[config.mk]
export PLATFORM = sky130hd
export DESIGN_NAME = data_unloader
export DESIGN_NICKNAME = d
export VERILOG_FILES = /design/src/rtl/data_unloader.sv
export SDC_FILE = /design/constraint.sdc
export NUM_CORES = 1
export LEC_CHECK = 0
export ABC_AREA = 0
export CORE_MARGIN = 2
export CORE_UTILIZATION = 40
export CTS_BUF_LIST = sky130_fd_sc_hd__clkbuf_16
export CTS_CLUSTER_DIAMETER = 60
export DETAILED_ROUTE_END_ITERATION = 6
export MAX_ROUTING_LAYER = met4
export PLACE_DENSITY_LB_ADDON = 0.1
export SLEW_MARGIN = 40
export SYNTH_ARGS = -nofsm -noshare
export SYNTH_HDL_FRONTEND = slang
export SYNTH_SLANG_ARGS = --single-unit
[constraint.sdc]
create_clock -name clk_74a -period 2.9 [get_ports clk_74a]
set_input_delay 0.58 -clock clk_74a [delete_from_list [all_inputs] [get_ports clk_74a]]
set_output_delay 0.58 -clock clk_74a [all_outputs]
set_load 0.02 [all_outputs]
[src/rtl/data_unloader.sv]
// data_unloader: bridge read port to memory read-request port.
// A rising edge on bridge_rd with a matching upper address nibble issues one
// memory read; the reply (optionally byte-swapped) lands in bridge_rd_data.
// A watchdog replaces a missing reply with 32'hDEADBEEF and sets error.
// Optional feature: define DATA_UNLOADER_PREFETCH_EN to add a one-word
// sequential prefetch buffer that serves the next address without a memory read.
module data_unloader #(
  parameter int unsigned ADDRESS_MASK_UPPER_4 = 0,
  parameter int unsigned ADDRESS_SIZE         = 28,
  parameter int unsigned READ_TIMEOUT         = 255
) (
  input  logic                    clk_74a,
  input  logic                    reset,
  input  logic                    bridge_rd,
  input  logic                    bridge_endian_little,
  input  logic [31:0]             bridge_addr,
  output logic [31:0]             bridge_rd_data,
  output logic                    read_req,
  output logic [ADDRESS_SIZE-1:0] read_addr,
  input  logic                    read_ack,
  input  logic                    read_data_valid,
  input  logic [31:0]             read_data,
  output logic                    busy,
  output logic                    error
);

  localparam logic [3:0]  MaskUpper  = 4'(ADDRESS_MASK_UPPER_4);
  localparam logic [15:0] TimeoutMax = 16'(READ_TIMEOUT);

`ifdef DATA_UNLOADER_PREFETCH_EN
  typedef enum logic [2:0] {StIdle, StReq, StWait, StDone, StPfReq, StPfWait} state_e;
`else
  typedef enum logic [1:0] {StIdle, StReq, StWait, StDone} state_e;
`endif

  function automatic logic [31:0] fmt(input logic [31:0] d, input logic swap);
    return swap ? {d[7:0], d[15:8], d[23:16], d[31:24]} : d;
  endfunction

  state_e                  state_q, state_d;
  logic                    rd_q;
  logic [ADDRESS_SIZE-1:0] addr_q, addr_d;
  logic                    endian_q, endian_d;
  logic [31:0]             data_q, data_d;
  logic                    err_q, err_d;
  logic [15:0]             cnt_q, cnt_d;
  logic [15:0]             cnt_inc;
  logic                    claimed;

`ifdef DATA_UNLOADER_PREFETCH_EN
  logic                    pf_valid_q, pf_valid_d;
  logic [ADDRESS_SIZE-1:0] pf_tag_q, pf_tag_d;
  logic [31:0]             pf_data_q, pf_data_d;
  // Set when a demand read completed with real data, so DONE chains a prefetch.
  logic                    pf_arm_q, pf_arm_d;
  logic                    pf_hit;
`endif

  assign claimed = bridge_rd & ~rd_q & (bridge_addr[31:28] == MaskUpper);
  assign cnt_inc = cnt_q + 16'd1;

`ifdef DATA_UNLOADER_PREFETCH_EN
  assign pf_hit = pf_valid_q & (pf_tag_q == bridge_addr[ADDRESS_SIZE-1:0]);
`endif

  // Next-state and datapath updates.
  always_comb begin
    state_d  = state_q;
    addr_d   = addr_q;
    endian_d = endian_q;
    data_d   = data_q;
    err_d    = err_q;
    cnt_d    = cnt_q;
`ifdef DATA_UNLOADER_PREFETCH_EN
    pf_valid_d = pf_valid_q;
    pf_tag_d   = pf_tag_q;
    pf_data_d  = pf_data_q;
    pf_arm_d   = pf_arm_q;
`endif

    unique case (state_q)
      StIdle: begin
        if (claimed) begin
`ifdef DATA_UNLOADER_PREFETCH_EN
          if (pf_hit) begin
            // Served from the buffer; DONE then fetches the following word.
            data_d   = fmt(pf_data_q, bridge_endian_little);
            addr_d   = bridge_addr[ADDRESS_SIZE-1:0];
            endian_d = bridge_endian_little;
            pf_arm_d = 1'b1;
            state_d  = StDone;
          end else begin
            pf_valid_d = 1'b0;
            pf_arm_d   = 1'b0;
            addr_d     = bridge_addr[ADDRESS_SIZE-1:0];
            endian_d   = bridge_endian_little;
            cnt_d      = 16'd0;
            state_d    = StReq;
          end
`else
          addr_d   = bridge_addr[ADDRESS_SIZE-1:0];
          endian_d = bridge_endian_little;
          cnt_d    = 16'd0;
          state_d  = StReq;
`endif
        end
      end

      StReq: begin
        cnt_d = cnt_inc;
        if (read_ack && read_data_valid) begin
          data_d  = fmt(read_data, endian_q);
          state_d = StDone;
`ifdef DATA_UNLOADER_PREFETCH_EN
          pf_arm_d = 1'b1;
`endif
        end else if (read_ack) begin
          cnt_d   = 16'd0;
          state_d = StWait;
        end else if (cnt_inc == TimeoutMax) begin
          data_d  = 32'hDEADBEEF;
          err_d   = 1'b1;
          state_d = StDone;
        end
      end

      StWait: begin
        if (read_data_valid) begin
          data_d  = fmt(read_data, endian_q);
          state_d = StDone;
`ifdef DATA_UNLOADER_PREFETCH_EN
          pf_arm_d = 1'b1;
`endif
        end else begin
          cnt_d = cnt_inc;
          if (cnt_inc == TimeoutMax) begin
            data_d  = 32'hDEADBEEF;
            err_d   = 1'b1;
            state_d = StDone;
          end
        end
      end

      StDone: begin
        state_d = StIdle;
`ifdef DATA_UNLOADER_PREFETCH_EN
        if (pf_arm_q) begin
          addr_d     = addr_q + ADDRESS_SIZE'(4);
          pf_valid_d = 1'b0;
          pf_arm_d   = 1'b0;
          cnt_d      = 16'd0;
          state_d    = StPfReq;
        end
`endif
      end

`ifdef DATA_UNLOADER_PREFETCH_EN
      // Prefetch timeouts leave the tag invalid and never raise error.
      StPfReq: begin
        cnt_d = cnt_inc;
        if (read_ack && read_data_valid) begin
          pf_data_d  = read_data;
          pf_tag_d   = addr_q;
          pf_valid_d = 1'b1;
          state_d    = StIdle;
        end else if (read_ack) begin
          cnt_d   = 16'd0;
          state_d = StPfWait;
        end else if (cnt_inc == TimeoutMax) begin
          state_d = StIdle;
        end
      end

      StPfWait: begin
        if (read_data_valid) begin
          pf_data_d  = read_data;
          pf_tag_d   = addr_q;
          pf_valid_d = 1'b1;
          state_d    = StIdle;
        end else begin
          cnt_d = cnt_inc;
          if (cnt_inc == TimeoutMax) state_d = StIdle;
        end
      end
`endif

      default: state_d = StIdle;
    endcase

    // A new request while busy is dropped; only the overrun is recorded.
    if (claimed && (state_q != StIdle)) err_d = 1'b1;
  end

  // State and datapath registers.
  always_ff @(posedge clk_74a or posedge reset) begin
    if (reset) begin
      state_q  <= StIdle;
      rd_q     <= 1'b0;
      addr_q   <= '0;
      endian_q <= 1'b0;
      data_q   <= 32'd0;
      err_q    <= 1'b0;
      cnt_q    <= 16'd0;
    end else begin
      state_q  <= state_d;
      rd_q     <= bridge_rd;
      addr_q   <= addr_d;
      endian_q <= endian_d;
      data_q   <= data_d;
      err_q    <= err_d;
      cnt_q    <= cnt_d;
    end
  end

`ifdef DATA_UNLOADER_PREFETCH_EN
  // Prefetch buffer registers.
  always_ff @(posedge clk_74a or posedge reset) begin
    if (reset) begin
      pf_valid_q <= 1'b0;
      pf_tag_q   <= '0;
      pf_data_q  <= 32'd0;
      pf_arm_q   <= 1'b0;
    end else begin
      pf_valid_q <= pf_valid_d;
      pf_tag_q   <= pf_tag_d;
      pf_data_q  <= pf_data_d;
      pf_arm_q   <= pf_arm_d;
    end
  end

  assign read_req = (state_q == StReq) | (state_q == StPfReq);
`else
  assign read_req = (state_q == StReq);
`endif

  assign busy           = (state_q != StIdle);
  assign read_addr      = addr_q;
  assign bridge_rd_data = data_q;
  assign error          = err_q;

endmodule

# [After elaboration in Yosys (flattened, before gate mapping)]
# Cells that the tools add are included.
[totals] input_bits=70 ff_bits=81 out_inout_bits=63 wordCells=56
[classes] n_eq_ne=10 n_addsub=1 bitwise=3 n_mux=23 reduce_logical=12
[op_table] cell="$mux W32" count=5
[op_table] cell="$mux W16" count=4
[op_table] cell="$pmux W32 S2" count=1
[op_table] cell="$pmux W16 S3" count=1
[op_table] cell="$add A16 B1 Y16 const B" count=1
[op_table] cell="$eq A16 B8 Y1 const B" count=1
[op_table] cell="$mux W2" count=5
[op_table] cell="$ne A3 B2 Y1 const B" count=3
[op_table] cell="$pmux W2 S4" count=1
[op_table] cell="$reduce_bool A3 Y1" count=2
[op_table] cell="$mux W1" count=5
[op_table] cell="$eq A2 B2 Y1 const B" count=2
[op_table] cell="$logic_not A4 Y1" count=1
[op_table] cell="$ne A2 B2 Y1 const B" count=2
[op_table] cell="$reduce_and A2 Y1" count=2
[op_table] cell="$reduce_and A4 Y1" count=1
[op_table] cell="$reduce_bool A2 Y1" count=2
[op_table] cell="$ne A3 B3 Y1 const B" count=1
[op_table] cell="$reduce_and A3 Y1" count=1
[op_table] cell="$and A1 B1 Y1" count=2
[op_table] cell="$eq A2 B1 Y1 const B" count=1
[op_table] cell="$logic_and A1 B1 Y1" count=2
[op_table] cell="$logic_not A2 Y1" count=1
[op_table] cell="$pmux W1 S2" count=1
[op_table] cell="$not A1 Y1" count=1

# [Longest topological paths before layout]
# Gate-level depths: netlist of the first run.
[depth] depth_word=7 mapped_depth=10 depth_no_buf=8

# [Least setup slack after synthesis of the first run]
# OpenSTA, ideal clock, no wires.
[synth_path] kind="input to register" startpoint="input port bridge_addr[29]" endpoint="register cnt_q[8]" slack_ns=0.742 setup_ns=0.110 t_arrival_ns=2.048 stages=5 required_ns=2.790 path_buffers=1 cell_sequence="or4b_4 -> o31ai_4 -> nand4_4 -> buf_2 -> o41ai_1"
[synth_between] elab_chain_len=4
[synth_rtl] element="start: declaration" line="16" rtl="input logic [31:0] bridge_addr,"
[synth_rtl] element="$logic_not A4 Y1" line="59" rtl="assign claimed = bridge_rd & ~rd_q & (bridge_addr[31:28] == MaskUpper);"
[synth_rtl] element="$and A1 B1 Y1" line="59"
[synth_rtl] element="$ne A2 B2 Y1 (no line)"
[synth_rtl] element="$reduce_and A3 Y1 (no line)"
[synth_rtl] element="end signal: assignment" line="211" rtl="cnt_q <= cnt_d;"
[synth_rtl] element="end: declaration" line="46" rtl="logic [15:0] cnt_q, cnt_d;"
# No other way between the ends.
# A chain may end at the register's enable or synchronous reset.

# [Final worst setup path of the first run]
[layout_path] startpoint="input port bridge_rd" endpoint="register cnt_q[8]"
[layout_between] elab_chain_len=4
[layout_rtl] element="start: declaration" line="14" rtl="input logic bridge_rd,"
[layout_rtl] element="$and A1 B1 Y1 (2 in series)" line="59"
[layout_rtl] element="$ne A2 B2 Y1 (no line)"
[layout_rtl] element="$reduce_and A3 Y1 (no line)"
# No other way between the ends.

==> metrics.md, run 1 <==
| Metric | Value |
|---|---|
| Initial DRT Pass Iterations | 4 |
| Initial antenna violation count | 0 |
| Leak | 2.60 nW |
| Total Routed Length | 11.0 mm |
| Seq pwr share | 30.1% |
| Final setup violation count | 0 |
| Cell Chain, Critical Path | clkdlybuf4s50_1 -> or4b_4 -> o31ai_4 -> nand4_4 -> o41ai_1 |
| Synth Warn # | 0 |
| Syn nets | 512 |
| Top_reg_cell synth | dfrtp_1 |
| Dpl cells | 694 |
| # IOs | roughly 130 |
| Initial core utilization | 40.9% |
| Vias per inst | 5.30 |
| Sequential fraction of the synthesis area | 45.9% |
| Fmax | between 0.4 and 0.5 GHz |
| Comb pwr share | between 40% and 50% |
| Mean Syn Cell Area | 10.2 um2 |
| Clock network power share | 21.4% |
| H-tree depth | 3 |
| Row Count | 38 |
| CTS tree | yes |
| Cell Pwr Density | 907 mW/mm2 |
| DR iter-0 viols | roughly 200 |
| Worst vdd ir | 0.000394 V |
| Setup Crit Path Kind | primary input to register |
| Post-Synthesis Cells | 434 |
| Worst setup SP type | primary input |
| Max stage delay on crit path | just under 0.5 ns |
| Grt ovf | 0 |
| WL/cell | 15.5 um |
| Die height | 109 um |
| Post-CTS setup buffers | 0 |
| Port-buffer cells | 132 |
| HP Start | read_addr[14]$_DFFE_PP0P_ |
| TritonCTS Sinks | 81 |
| Num CTS Buffers | 9 |
| Sw power | ~0.0021 W |
| Die ar. | 0.0119 mm2 |
| Top post-synthesis cells by area | dfrtp_1 (46%), mux2_2 (11%), o21ai_0 (4.7%), mux2i_1 (4.3%), nand2_1 (3.7%) |
| Vias | 3766 |
| Final estimated routing congestion in global placement | 0.817 |
| Max_slew headroom | 57.5% |
| Outcome | complete, no violations |
| Fin. max-slew vios | 0 |
| Top cells by count, synth | dfrtp_1 (81), mux2_2 (44), nand2_1 (44), nor2_1 (44), o21ai_0 (41) |
| Clk_skew | 0.0132 ns |
| Total power | 0.00566 W |
| Class of the worst hold path | register to register |
| Hold slack | 0.500 ns |
| Switch share | between 30% and 40% |
| Final Hold Fails | 0 |
| Non-filler cells, final | 710 |
| Worst slew pin tran | 0.631 ns |
| CTS clk-pin slew, worst paths | roughly 0.06 ns |
| Int Pwr | 0.00356 W |
| Synthesized cell area | 0.00441 mm2 |
| Cts repair resizes | 0 |
| DIE WIDTH | 109 um |
| Synth Register Bits | 81 |
| GRT Util Overall | 19.5% |
| Post-synth top area cell | dfrtp_1 |
| Area grow syn2layout | 41.5% |
| Tmin final | 2.47 ns |
| Maxcap violations | 0 |
| Setup TNS | 0 ns |
| First-pass GRT wire length | roughly 18 mm |
| Layout cells sized above 1 | 16.8% |
| Most frequent cell after synthesis | dfrtp_1 |
| Period utilization | between 80% and 90% |
| Nets | approximately 640 |
| Vias in the first global route | 3705 |
| Netlist cell types | 46 |
| CTS root buf | clkbuf_16 |
| Worst skew pair latency | 0.33 ns |
| Ys async rst share | 100% |
| Final ANT Viol Nets | 0 |
| ANT cells | 0 |
| Core Box Area | 0.0108 mm2 |
| RSZ-0062 raised after global routing | false |
| Worst reg2reg path startpoint | cnt_q[0]$_DFFE_PP0P_ |
| Critical path launch point | bridge_rd |
| CP Data Arrival Time | 2.68 ns |
| Post-DP HPWL | 7.89 mm |
| CTS max path bufs | 2 |
| Hold_buf cts | 0 |
| Largest net degree at the start of global routing | 38 |
| Number of synthesized flops with an enable pin | 0 |
| Critical path required time | 3.12 ns |
| Critical path's slowest cell | or4b_4 |
| CP max FO | 25 |
| Remaining DRCs | 0 |
| Crit. End Element | register |
| Share of Yosys cell area claimed by the top area cell type | 45.9% |
## worst max-delay path, delay by kind of cell
| family | cells | cell delay (ns) |
|---|---|---|
| buffers and inverters | 1 | 0.46 |
| AO/OA/AOI/OAI | 2 | 0.76 |
| AND/OR/NAND/NOR | 2 | 0.87 |
## layout by cell type (no fill, tap or decap), types with 3 or more instances in the layout
cell | Yosys | final
nor3_1 | 6 | 6
dfrtp_1 | 81 | 81
inv_1 | 6 | 6
nand2b_1 | 4 | 4
mux2i_1 | 19 | 19
o21ai_0 | 41 | 41
o221a_2 | 9 | 9
mux2_2 | 44 | 44
ha_1 | 8 | 8
xnor2_1 | 7 | 7
nand3_1 | 4 | 4
clkdlybuf4s50_1 | 0 | 132
buf_4 | 1 | 12
nand2_1 | 44 | 44
nand4_1 | 5 | 5
o31ai_1 | 5 | 5
o22ai_1 | 16 | 16
nor2_1 | 44 | 44
a21o_1 | 5 | 5
nor2b_1 | 3 | 3
a21oi_1 | 24 | 24
clkbuf_16 | 0 | 9
## cell type report
type | instances | area (um2)
tap | 140 | 175
clock inverter | 7 | 96.3
fill | 958 | 4550
multi-input combinational | 321 | 2240
clock buffer | 9 | 225
inverter | 6 | 23.8
sequential | 81 | 2030
timing repair buffer | 146 | 1450
## flip-flops by register name, summed over array words and instances (netlist names)
| signal | count |
|---|---|
| state_q | 2 |
| error | 1 |
| read_addr | 28 |
| endian_q | 1 |
| rd_q | 1 |
| cnt_q | 16 |
| bridge_rd_data | 32 |
## metal layers
layer | vias to the layer above | track usage [%] | wire [um]
met2 | 122 | 29.5 | 4910
li1 | 1824 | - | -
met3 | 12 | 5.26 | 750
met4 | 0 | 6.04 | 161
met1 | 1808 | 25.6 | 5160
met5 | - | - | 0
## path summary, 6_finish.rpt
kind	slack, ns	cells past startpoint	endpoint
max reg2reg	0.45	7	bridge_rd_data[19]$_DFFE_PP0P_
max	0.43	5	cnt_q[8]$_DFFE_PP0P_
min	0.50	1	read_addr[14]$_DFFE_PP0P_
max in group asynchronous	1.68	3	bridge_rd_data[25]$_DFFE_PP0P_
min in group asynchronous	0.56	2	read_addr[7]$_DFFE_PP0P_
min reg2reg	0.50	1	read_addr[14]$_DFFE_PP0P_
## cells by family after synthesis
family | after synthesis | share of synthesized area (%)
AOI/OAI and AO/OA | 116 | 17.2
xor gates and xnor gates | 9 | 1.79
adders and majority gates | 8 | 2.27
buffers and inverters | 32 | 3.23
DFF | 81 | 45.9
muxes | 63 | 15.5
and+or+nand+nor | 125 | 14.0
## per-stage QoR
| stage | cell area (um2) | setup slack, ns | utilization, % |
|---|---|---|---|
| after floorplan | 4410 | 0.240 | - |
| after global placement | 5920 | 0.155 | 54.8 |
| after detailed placement | 5920 | 0.107 | 54.8 |
| after CTS | 6240 | 0.431 | 57.8 |
| after global routing | 6240 | 0.199 | 57.8 |
| final | 6240 | 0.435 | 57.8 |
## power groups by stage
stage,clock (W),combinational [W],sequential [W]
floorplan,0,0.00128,0.00205
global placement,0,0.00271,0.00171
detailed placement,0,0.00275,0.00172
CTS,0.00125,0.00276,0.00171
global route,0.00129,0.00301,0.00175
finish,0.00121,0.00274,0.00170
(Power assumes the default switching activity.)
==> inputs of run 2 (changes only) <==
--- a/config.mk
+++ b/config.mk
@@ -13,7 +13,7 @@
 export DETAILED_ROUTE_END_ITERATION = 6
 export MAX_ROUTING_LAYER = met4
 export PLACE_DENSITY_LB_ADDON = 0.1
-export SLEW_MARGIN = 40
+export SLEW_MARGIN = 20
 export SYNTH_ARGS = -nofsm -noshare
 export SYNTH_HDL_FRONTEND = slang
 export SYNTH_SLANG_ARGS = --single-unit
==> results of run 2 <==
Final layout, timing and power as in run 1 (identical DEF).
